[config.mk]
export PLATFORM = sky130hd
export DESIGN_NAME = bus_trace_capture
export DESIGN_NICKNAME = d
export VERILOG_FILES = /design/src/rtl/trace_pkg.sv /design/src/rtl/snapshot_fifo.sv /design/src/rtl/bus_trace_capture.sv
export SDC_FILE = /design/constraint.sdc
export NUM_CORES = 1
export LEC_CHECK = 0
export BUFFER_PORTS_ARGS = -buffer_cell sky130_fd_sc_hd__buf_4
export CAP_MARGIN = 20
export CORE_ASPECT_RATIO = 1.2
export CORE_MARGIN = 1
export CORE_UTILIZATION = 40
export DETAILED_ROUTE_END_ITERATION = 8
export PLACE_DENSITY = 0.68
export SLEW_MARGIN = 20
export SYNTH_ARGS = -nofsm -noshare
export SYNTH_HDL_FRONTEND = slang
export SYNTH_SLANG_ARGS = --single-unit
[constraint.sdc]
create_clock -name clk -period 12.9 [get_ports clk]
set_input_delay 3.87 -clock clk [delete_from_list [all_inputs] [get_ports clk]]
set_output_delay 3.87 -clock clk [all_outputs]
set_load 0.01 [all_outputs]
[src/rtl/trace_pkg.sv]
// rtl/trace_pkg.sv - shared types and defaults for the bus trace capture block
package trace_pkg;

  localparam int DEPTH_DEF = 8;
  localparam int TS_W_DEF  = 32;
  // Timestamp field is sized for the widest supported counter; narrower
  // counters are zero-extended into it.
  localparam int TS_MAX    = 64;

  typedef enum logic [1:0] {
    ST_IDLE   = 2'b00,
    ST_ARMED  = 2'b01,
    ST_POST   = 2'b10,
    ST_FROZEN = 2'b11
  } state_t;

  typedef enum logic [1:0] {
    K_READ       = 2'b00,
    K_WRITE      = 2'b01,
    K_TRIG_READ  = 2'b10,
    K_TRIG_WRITE = 2'b11
  } kind_t;

  typedef struct packed {
    logic [31:0]       addr;
    logic [31:0]       data;
    kind_t             kind;
    logic [TS_MAX-1:0] ts;
  } entry_t;

  // bit0 marks a write, bit1 marks the access that fired the trigger
  function automatic kind_t make_kind(input logic is_write, input logic is_trig);
    return kind_t'({is_trig, is_write});
  endfunction

endpackage

[src/rtl/snapshot_fifo.sv]
// rtl/snapshot_fifo.sv - first-word-fall-through FIFO of trace entries
module snapshot_fifo
  import trace_pkg::*;
#(
  parameter int DEPTH = DEPTH_DEF
) (
  input  logic                   clk,
  input  logic                   reset,
  input  logic                   push_i,
  input  entry_t                 entry_i,
  input  logic                   pop_i,
  output entry_t                 head_o,
  output logic                   full_o,
  output logic                   empty_o,
  output logic [$clog2(DEPTH):0] level_o
);

  localparam int AW = $clog2(DEPTH);

  entry_t          r_mem [DEPTH];
  logic [AW-1:0]   r_wr_ptr;
  logic [AW-1:0]   r_rd_ptr;
  logic [AW:0]     r_level;

  logic            w_pop;
  logic            w_push;

  assign empty_o = (r_level == '0);
  assign full_o  = (r_level == (AW+1)'(DEPTH));
  assign level_o = r_level;
  // Head is visible combinationally; when empty it shows stale storage.
  assign head_o  = r_mem[r_rd_ptr];

  // A pop frees a slot in the same cycle, so a full FIFO still takes a push.
  assign w_pop   = pop_i && !empty_o;
  assign w_push  = push_i && (!full_o || w_pop);

  // Pointers and occupancy; power-of-two depth lets pointers wrap naturally.
  always_ff @(posedge clk or posedge reset) begin
    if (reset) begin
      r_wr_ptr <= '0;
      r_rd_ptr <= '0;
      r_level  <= '0;
    end else begin
      if (w_push) r_wr_ptr <= r_wr_ptr + 1'b1;
      if (w_pop)  r_rd_ptr <= r_rd_ptr + 1'b1;
      case ({w_push, w_pop})
        2'b10:   r_level <= r_level + 1'b1;
        2'b01:   r_level <= r_level - 1'b1;
        default: r_level <= r_level;
      endcase
    end
  end

  // Storage array is deliberately left out of reset.
  always_ff @(posedge clk) begin
    if (w_push) r_mem[r_wr_ptr] <= entry_i;
  end

endmodule

[src/rtl/bus_trace_capture.sv]
// rtl/bus_trace_capture.sv - triggered core-bus access trace capture
module bus_trace_capture
  import trace_pkg::*;
#(
  parameter int DEPTH = DEPTH_DEF,
  parameter int TS_W  = TS_W_DEF
) (
  input  logic                   clk,
  input  logic                   reset,
  input  logic                   arm_i,
  input  logic [31:0]            trig_addr_i,
  input  logic [7:0]             post_count_i,
  input  logic [31:0]            address_i,
  input  logic [31:0]            data_read_i,
  input  logic [31:0]            data_write_i,
  input  logic [3:0]             data_w_i,
  input  logic                   data_access_i,
  input  logic                   stall_i,
  output logic                   out_valid_o,
  input  logic                   out_ready_i,
  output logic [31:0]            out_addr_o,
  output logic [31:0]            out_data_o,
  output logic [1:0]             out_kind_o,
  output logic [TS_W-1:0]        out_ts_o,
  output logic [$clog2(DEPTH):0] level_o,
  output logic                   overflow_o,
  output logic [15:0]            drop_count_o,
  output logic [1:0]             state_o
);

  state_t          r_state;
  logic [7:0]      r_post_cnt;
  logic [TS_W-1:0] r_ts;
  logic            r_overflow;
  logic [15:0]     r_drop_cnt;

  logic            w_event;
  logic            w_capturing;
  logic            w_push;
  logic            w_pop;
  logic            w_drop;
  logic            w_match;
  logic            w_is_write;
  logic            w_full;
  logic            w_empty;
  entry_t          w_entry;
  entry_t          w_head;

  assign w_event     = data_access_i && !stall_i;
  assign w_capturing = (r_state == ST_ARMED) || (r_state == ST_POST);
  assign w_push      = w_event && w_capturing;
  assign w_match     = (address_i == trig_addr_i);
  assign w_is_write  = (data_w_i != 4'd0);
  assign w_pop       = !w_empty && out_ready_i;
  assign w_drop      = w_push && w_full && !w_pop;

  // Only the access that fires the trigger from ARMED is flagged.
  assign w_entry.addr = address_i;
  assign w_entry.data = w_is_write ? data_write_i : data_read_i;
  assign w_entry.kind = make_kind(w_is_write, (r_state == ST_ARMED) && w_match);
  assign w_entry.ts   = TS_MAX'(r_ts);

  snapshot_fifo #(
    .DEPTH (DEPTH)
  ) u_fifo (
    .clk     (clk),
    .reset   (reset),
    .push_i  (w_push),
    .entry_i (w_entry),
    .pop_i   (out_ready_i),
    .head_o  (w_head),
    .full_o  (w_full),
    .empty_o (w_empty),
    .level_o (level_o)
  );

  assign out_valid_o  = !w_empty;
  assign out_addr_o   = w_head.addr;
  assign out_data_o   = w_head.data;
  assign out_kind_o   = w_head.kind;
  assign out_ts_o     = w_head.ts[TS_W-1:0];
  assign overflow_o   = r_overflow;
  assign drop_count_o = r_drop_cnt;
  assign state_o      = r_state;

  // Capture FSM: arm, wait for trigger, count post-trigger events, freeze.
  always_ff @(posedge clk or posedge reset) begin
    if (reset) begin
      r_state    <= ST_IDLE;
      r_post_cnt <= 8'd0;
    end else begin
      case (r_state)
        ST_IDLE, ST_FROZEN: begin
          if (arm_i) r_state <= ST_ARMED;
        end
        ST_ARMED: begin
          if (w_event && w_match) begin
            if (post_count_i == 8'd0) begin
              r_state <= ST_FROZEN;
            end else begin
              r_state    <= ST_POST;
              r_post_cnt <= post_count_i;
            end
          end
        end
        ST_POST: begin
          if (w_event) begin
            r_post_cnt <= r_post_cnt - 8'd1;
            if (r_post_cnt == 8'd1) r_state <= ST_FROZEN;
          end
        end
        default: r_state <= ST_IDLE;
      endcase
    end
  end

  // Free-running timestamp, wraps at its natural width.
  always_ff @(posedge clk or posedge reset) begin
    if (reset) r_ts <= '0;
    else       r_ts <= r_ts + 1'b1;
  end

  // Sticky overflow and saturating count of entries lost to a full FIFO.
  always_ff @(posedge clk or posedge reset) begin
    if (reset) begin
      r_overflow <= 1'b0;
      r_drop_cnt <= 16'd0;
    end else if (w_drop) begin
      r_overflow <= 1'b1;
      if (r_drop_cnt != 16'hFFFF) r_drop_cnt <= r_drop_cnt + 16'd1;
    end
  end

endmodule

==> flow_metrics.env <==
export IMPL_synth_cell_types=53
export IMPL_wl_per_cell_um=23.1
export IMPL_global_route_overflow_total=0
export IMPL_final_period_minus_worst_setup_slack_ns=7.77
export IMPL_drtAntennaViolNets=0
export IMPL_cts_root_buffer_cell="sky130_fd_sc_hd__clkbuf_16"
export IMPL_number_of_buffers_inserted_by_port_buffering=267
export IMPL_placed_cell_area_um2=37100
export IMPL_grt_antenna_before_repair=0
export IMPL_dieHeight_um=320
export IMPL_cts_inserted_buffers=85
export IMPL_worstSetupEndpointType="primary output"
export IMPL_grt_pass1_vias=17500
export IMPL_synthesis_area_per_instance_um2=21.3
export IMPL_layout_drive_gt1_share_pct=39.3
export IMPL_ys_async_sr_fraction_pct=8.09
export IMPL_setup_violations_final=0
export IMPL_start_util_pct=40.3
export IMPL_mappedNetlistNets=1731
export IMPL_achievable_frequency_ghz=0.129
export IMPL_synth_top_area_cell="sky130_fd_sc_hd__edfxtp_1"
export IMPL_fin_tns_setup_ns=0
export IMPL_syn_std_cell_area_um2=33600
export IMPL_holdWs_ns=0.481
export IMPL_synth_seq_area_share_pct=75.2
export IMPL_clkSlewWorstSetupHoldPaths_ns=0.06
export IMPL_yosys_warn_count=0
export IMPL_min_path_type="flip-flop to flip-flop"
export IMPL_maximum_number_of_pins_on_one_net_before_global_route_repair=70
export IMPL_maxCapViolCount=0
export IMPL_post_synth_inst_count=1576
export IMPL_yosysTopAreaCellShare_pct=70.0
export IMPL_ys_ff_latch=853
export IMPL_vias_per_std_cell=5.29
export IMPL_drt_total_wl_um=71200
export IMPL_synth_top_cells_by_area="sky130_fd_sc_hd__edfxtp_1 70%, sky130_fd_sc_hd__mux4_2 13%, sky130_fd_sc_hd__dfrtp_1 5.1%"
export IMPL_setup_worst_path_start_class="flip-flop"
export IMPL_drcViolationCount=0
export IMPL_gp_routability_congestion=0.754
export IMPL_floorplan_io_pins=268
export IMPL_clock_tree_buffer_depth=3
export IMPL_outcome="finished, final reports clean"
export IMPL_preCtsSetupSlack_ns=5.44
export IMPL_post_cts_resize_count=0
export IMPL_clock_skew_final_ns=0.0195
export IMPL_power_leakage_nw=13.7
export IMPL_cts_sinks=853
export IMPL_postCtsHoldBufs=0
export IMPL_fillCellCount=6907
export IMPL_vdd_ir_drop_worst_mv=0.112
export IMPL_die_width_um=267
export IMPL_cp_data_required_time_ns=9.03
export IMPL_critPathMaxFanout=60
export IMPL_stdcell_area_um2=39800
export IMPL_die_area_um2=85200
export IMPL_num_antenna_cells=0
export IMPL_finish_cell_count_without_fillers=3084
export IMPL_criticalPathCategory="flip-flop to primary output"
export IMPL_crit_arrival_ns=3.90
export IMPL_detail_route_iter0_violations=1107
export IMPL_hold_fails_final_rpt=0
export IMPL_flow_area_growth_from_synthesis_pct=18.5
export IMPL_power_per_cell_area_nw_per_um2=199
export IMPL_synth_edff_count=784
export IMPL_fp_row_count=116
export IMPL_grt_usage_pct=16.8
export IMPL_coreArea_um2=83300
export IMPL_drtPass1Iterations=5
export IMPL_dp_cells=2931
export IMPL_report_power_total_mw=7.91
export IMPL_cts_tree="done"
export IMPL_timing_worst_slew_pin_value_ns=1.02
export IMPL_maxSlewHeadroom_pct=31.8
export IMPL_insertion_delay_ns=0.63
export IMPL_routed_via_count=16300
export IMPL_setup_ws_ns=5.13
export IMPL_layout_core_utilization_pct=47.8
export IMPL_slew_viol_final=0
export IMPL_grt_setup_unrepaired="no"
export IMPL_dpl_hpwl_um=40000
export IMPL_grt_first_pass_wirelength_um=106000
export IMPL_cts_setup_buffers=0
export IMPL_postSynth_topFlopCell="sky130_fd_sc_hd__edfxtp_1"
export IMPL_min_period_over_period_pct=60.2
export IMPL_htree_num_levels=3
export IMPL_fin_nets=2053
state kept, by name, summed over array words and instances (netlist names):
name	flops
overflow_o	1
drop_count_o	16
state_o	2
r_post_cnt	8
u_fifo.r_wr_ptr	3
u_fifo.r_mem	784
u_fifo.level_o	4
r_ts	32
u_fifo.r_rd_ptr	3
critical path, stage by stage (launching register included):
cell and delay, ns:
sky130_fd_sc_hd__dfrtp_4 0.84, sky130_fd_sc_hd__buf_4 0.69, sky130_fd_sc_hd__buf_4 0.79, sky130_fd_sc_hd__mux4_2 0.41
sky130_fd_sc_hd__mux2_2 0.28, sky130_fd_sc_hd__buf_4 0.15
power by group:
part | switching (mW) | internal, mW | total (mW)
registers | 0.134 | 3.21 | 3.34
clock network | 0.986 | 1.43 | 2.42
logic | 1.02 | 1.13 | 2.15
total | 2.14 | 5.77 | 7.91
routing by layer:
| metal | GRT usage, % | vias up | share of wire (%) | routed length [um] |
|---|---|---|---|---|
| li1 | - | 7117 | - | - |
| met1 | 22.2 | 8667 | 43 | 30600 |
| met2 | 28.5 | 434 | 50 | 35900 |
| met3 | 3.03 | 83 | 4.9 | 3470 |
| met4 | 4.57 | 0 | 1.7 | 1220 |
| met5 | 0 | - | 0 | 0 |
final cells by class:
class	instances	area (um2)	area share, %
multi-input cells	638	8050	20.2
clock buffers	114	2340	5.87
flip-flops and latches	853	25300	63.5
inverters	21	80.1	0.201
well taps	1121	1400	3.52
repair buffers	299	2270	5.71
clock inverters	38	393	0.987
Yosys cell counts (all sizes together), types with 4 or more instances:
cell type	number
a21oi	10
and3	10
nor2	36
dfrtp	69
nand4	20
nor4	14
nor3	15
mux4	196
xnor2	32
clkbuf	39
mux2	133
and4	5
nand2	35
xor2	52
nand2b	9
o21ai	11
nor3b	4
inv	20
nand3	19
ha	9
edfxtp	784
buf	25
final timing paths:
kind | start | to | slack (ns) | cells after the start
worst max-delay path | u_fifo.r_rd_ptr[1] | out_data_o[7] | 5.13 | 5
worst min-delay path | overflow_o | overflow_o | 0.48 | 1
min in group asynchronous | reset | drop_count_o[7] | 3.28 | 3
max in group asynchronous | reset | r_ts[18] | 9.02 | 4
worst max register to register | state_o[0] | u_fifo.r_mem[0][46] | 9.35 | 7
worst min register to register | overflow_o | overflow_o | 0.48 | 1
cell usage in the layout (no fill, tap or decap), types with 2 or more instances in the layout:
| cell | netlist | routed |
|---|---|---|
| sky130_fd_sc_hd__nor2_1 | 34 | 33 |
| sky130_fd_sc_hd__dfrtp_1 | 69 | 66 |
| sky130_fd_sc_hd__nand4_1 | 19 | 19 |
| sky130_fd_sc_hd__nor2_2 | 2 | 2 |
| sky130_fd_sc_hd__a22o_1 | 2 | 2 |
| sky130_fd_sc_hd__and4_1 | 5 | 5 |
| sky130_fd_sc_hd__clkinv_1 | 1 | 12 |
| sky130_fd_sc_hd__ha_1 | 9 | 9 |
| sky130_fd_sc_hd__clkbuf_8 | 0 | 6 |
| sky130_fd_sc_hd__nor2b_1 | 2 | 2 |
| sky130_fd_sc_hd__a221oi_2 | 2 | 2 |
| sky130_fd_sc_hd__a21oi_1 | 10 | 10 |
| sky130_fd_sc_hd__xor2_1 | 52 | 52 |
| sky130_fd_sc_hd__clkinv_4 | 0 | 2 |
| sky130_fd_sc_hd__mux4_2 | 196 | 196 |
| sky130_fd_sc_hd__clkinvlp_4 | 0 | 2 |
| sky130_fd_sc_hd__o21ai_0 | 9 | 9 |
| sky130_fd_sc_hd__nor3_1 | 13 | 10 |
| sky130_fd_sc_hd__mux2_2 | 133 | 133 |
| sky130_fd_sc_hd__nand2_1 | 35 | 35 |
| sky130_fd_sc_hd__a31oi_1 | 3 | 3 |
| sky130_fd_sc_hd__dfrtp_4 | 0 | 3 |
| sky130_fd_sc_hd__nand2b_1 | 9 | 9 |
| sky130_fd_sc_hd__nor4_1 | 13 | 12 |
| sky130_fd_sc_hd__clkbuf_1 | 39 | 21 |
| sky130_fd_sc_hd__nor3b_2 | 1 | 3 |
| sky130_fd_sc_hd__clkbuf_16 | 0 | 87 |
| sky130_fd_sc_hd__xnor2_1 | 32 | 32 |
| sky130_fd_sc_hd__nor3_2 | 2 | 5 |
| sky130_fd_sc_hd__buf_4 | 1 | 296 |
| sky130_fd_sc_hd__nand3_1 | 18 | 18 |
| sky130_fd_sc_hd__nor4_4 | 0 | 2 |
| sky130_fd_sc_hd__inv_1 | 20 | 19 |
| sky130_fd_sc_hd__mux2i_1 | 3 | 3 |
| sky130_fd_sc_hd__buf_6 | 1 | 2 |
| sky130_fd_sc_hd__and3_1 | 10 | 10 |
| sky130_fd_sc_hd__bufinv_16 | 0 | 8 |
| sky130_fd_sc_hd__or4_1 | 2 | 2 |
| sky130_fd_sc_hd__edfxtp_1 | 784 | 784 |
| sky130_fd_sc_hd__clkinv_2 | 0 | 15 |
kinds of logic (layout without fill, tap and decap cells):
logic type      count (synthesis)  count (layout)  synth area share [%]
compound gates                 37              37                 0.733
xor+xnor                       84              84                  2.19
fa+ha+maj                       9               9                 0.335
buf+inv                        85             472                  1.07
flops                         853             853                  75.2
mux                           332             332                  17.7
simple gates                  176             176                  2.81
Power figures use the tool's default switching activity.
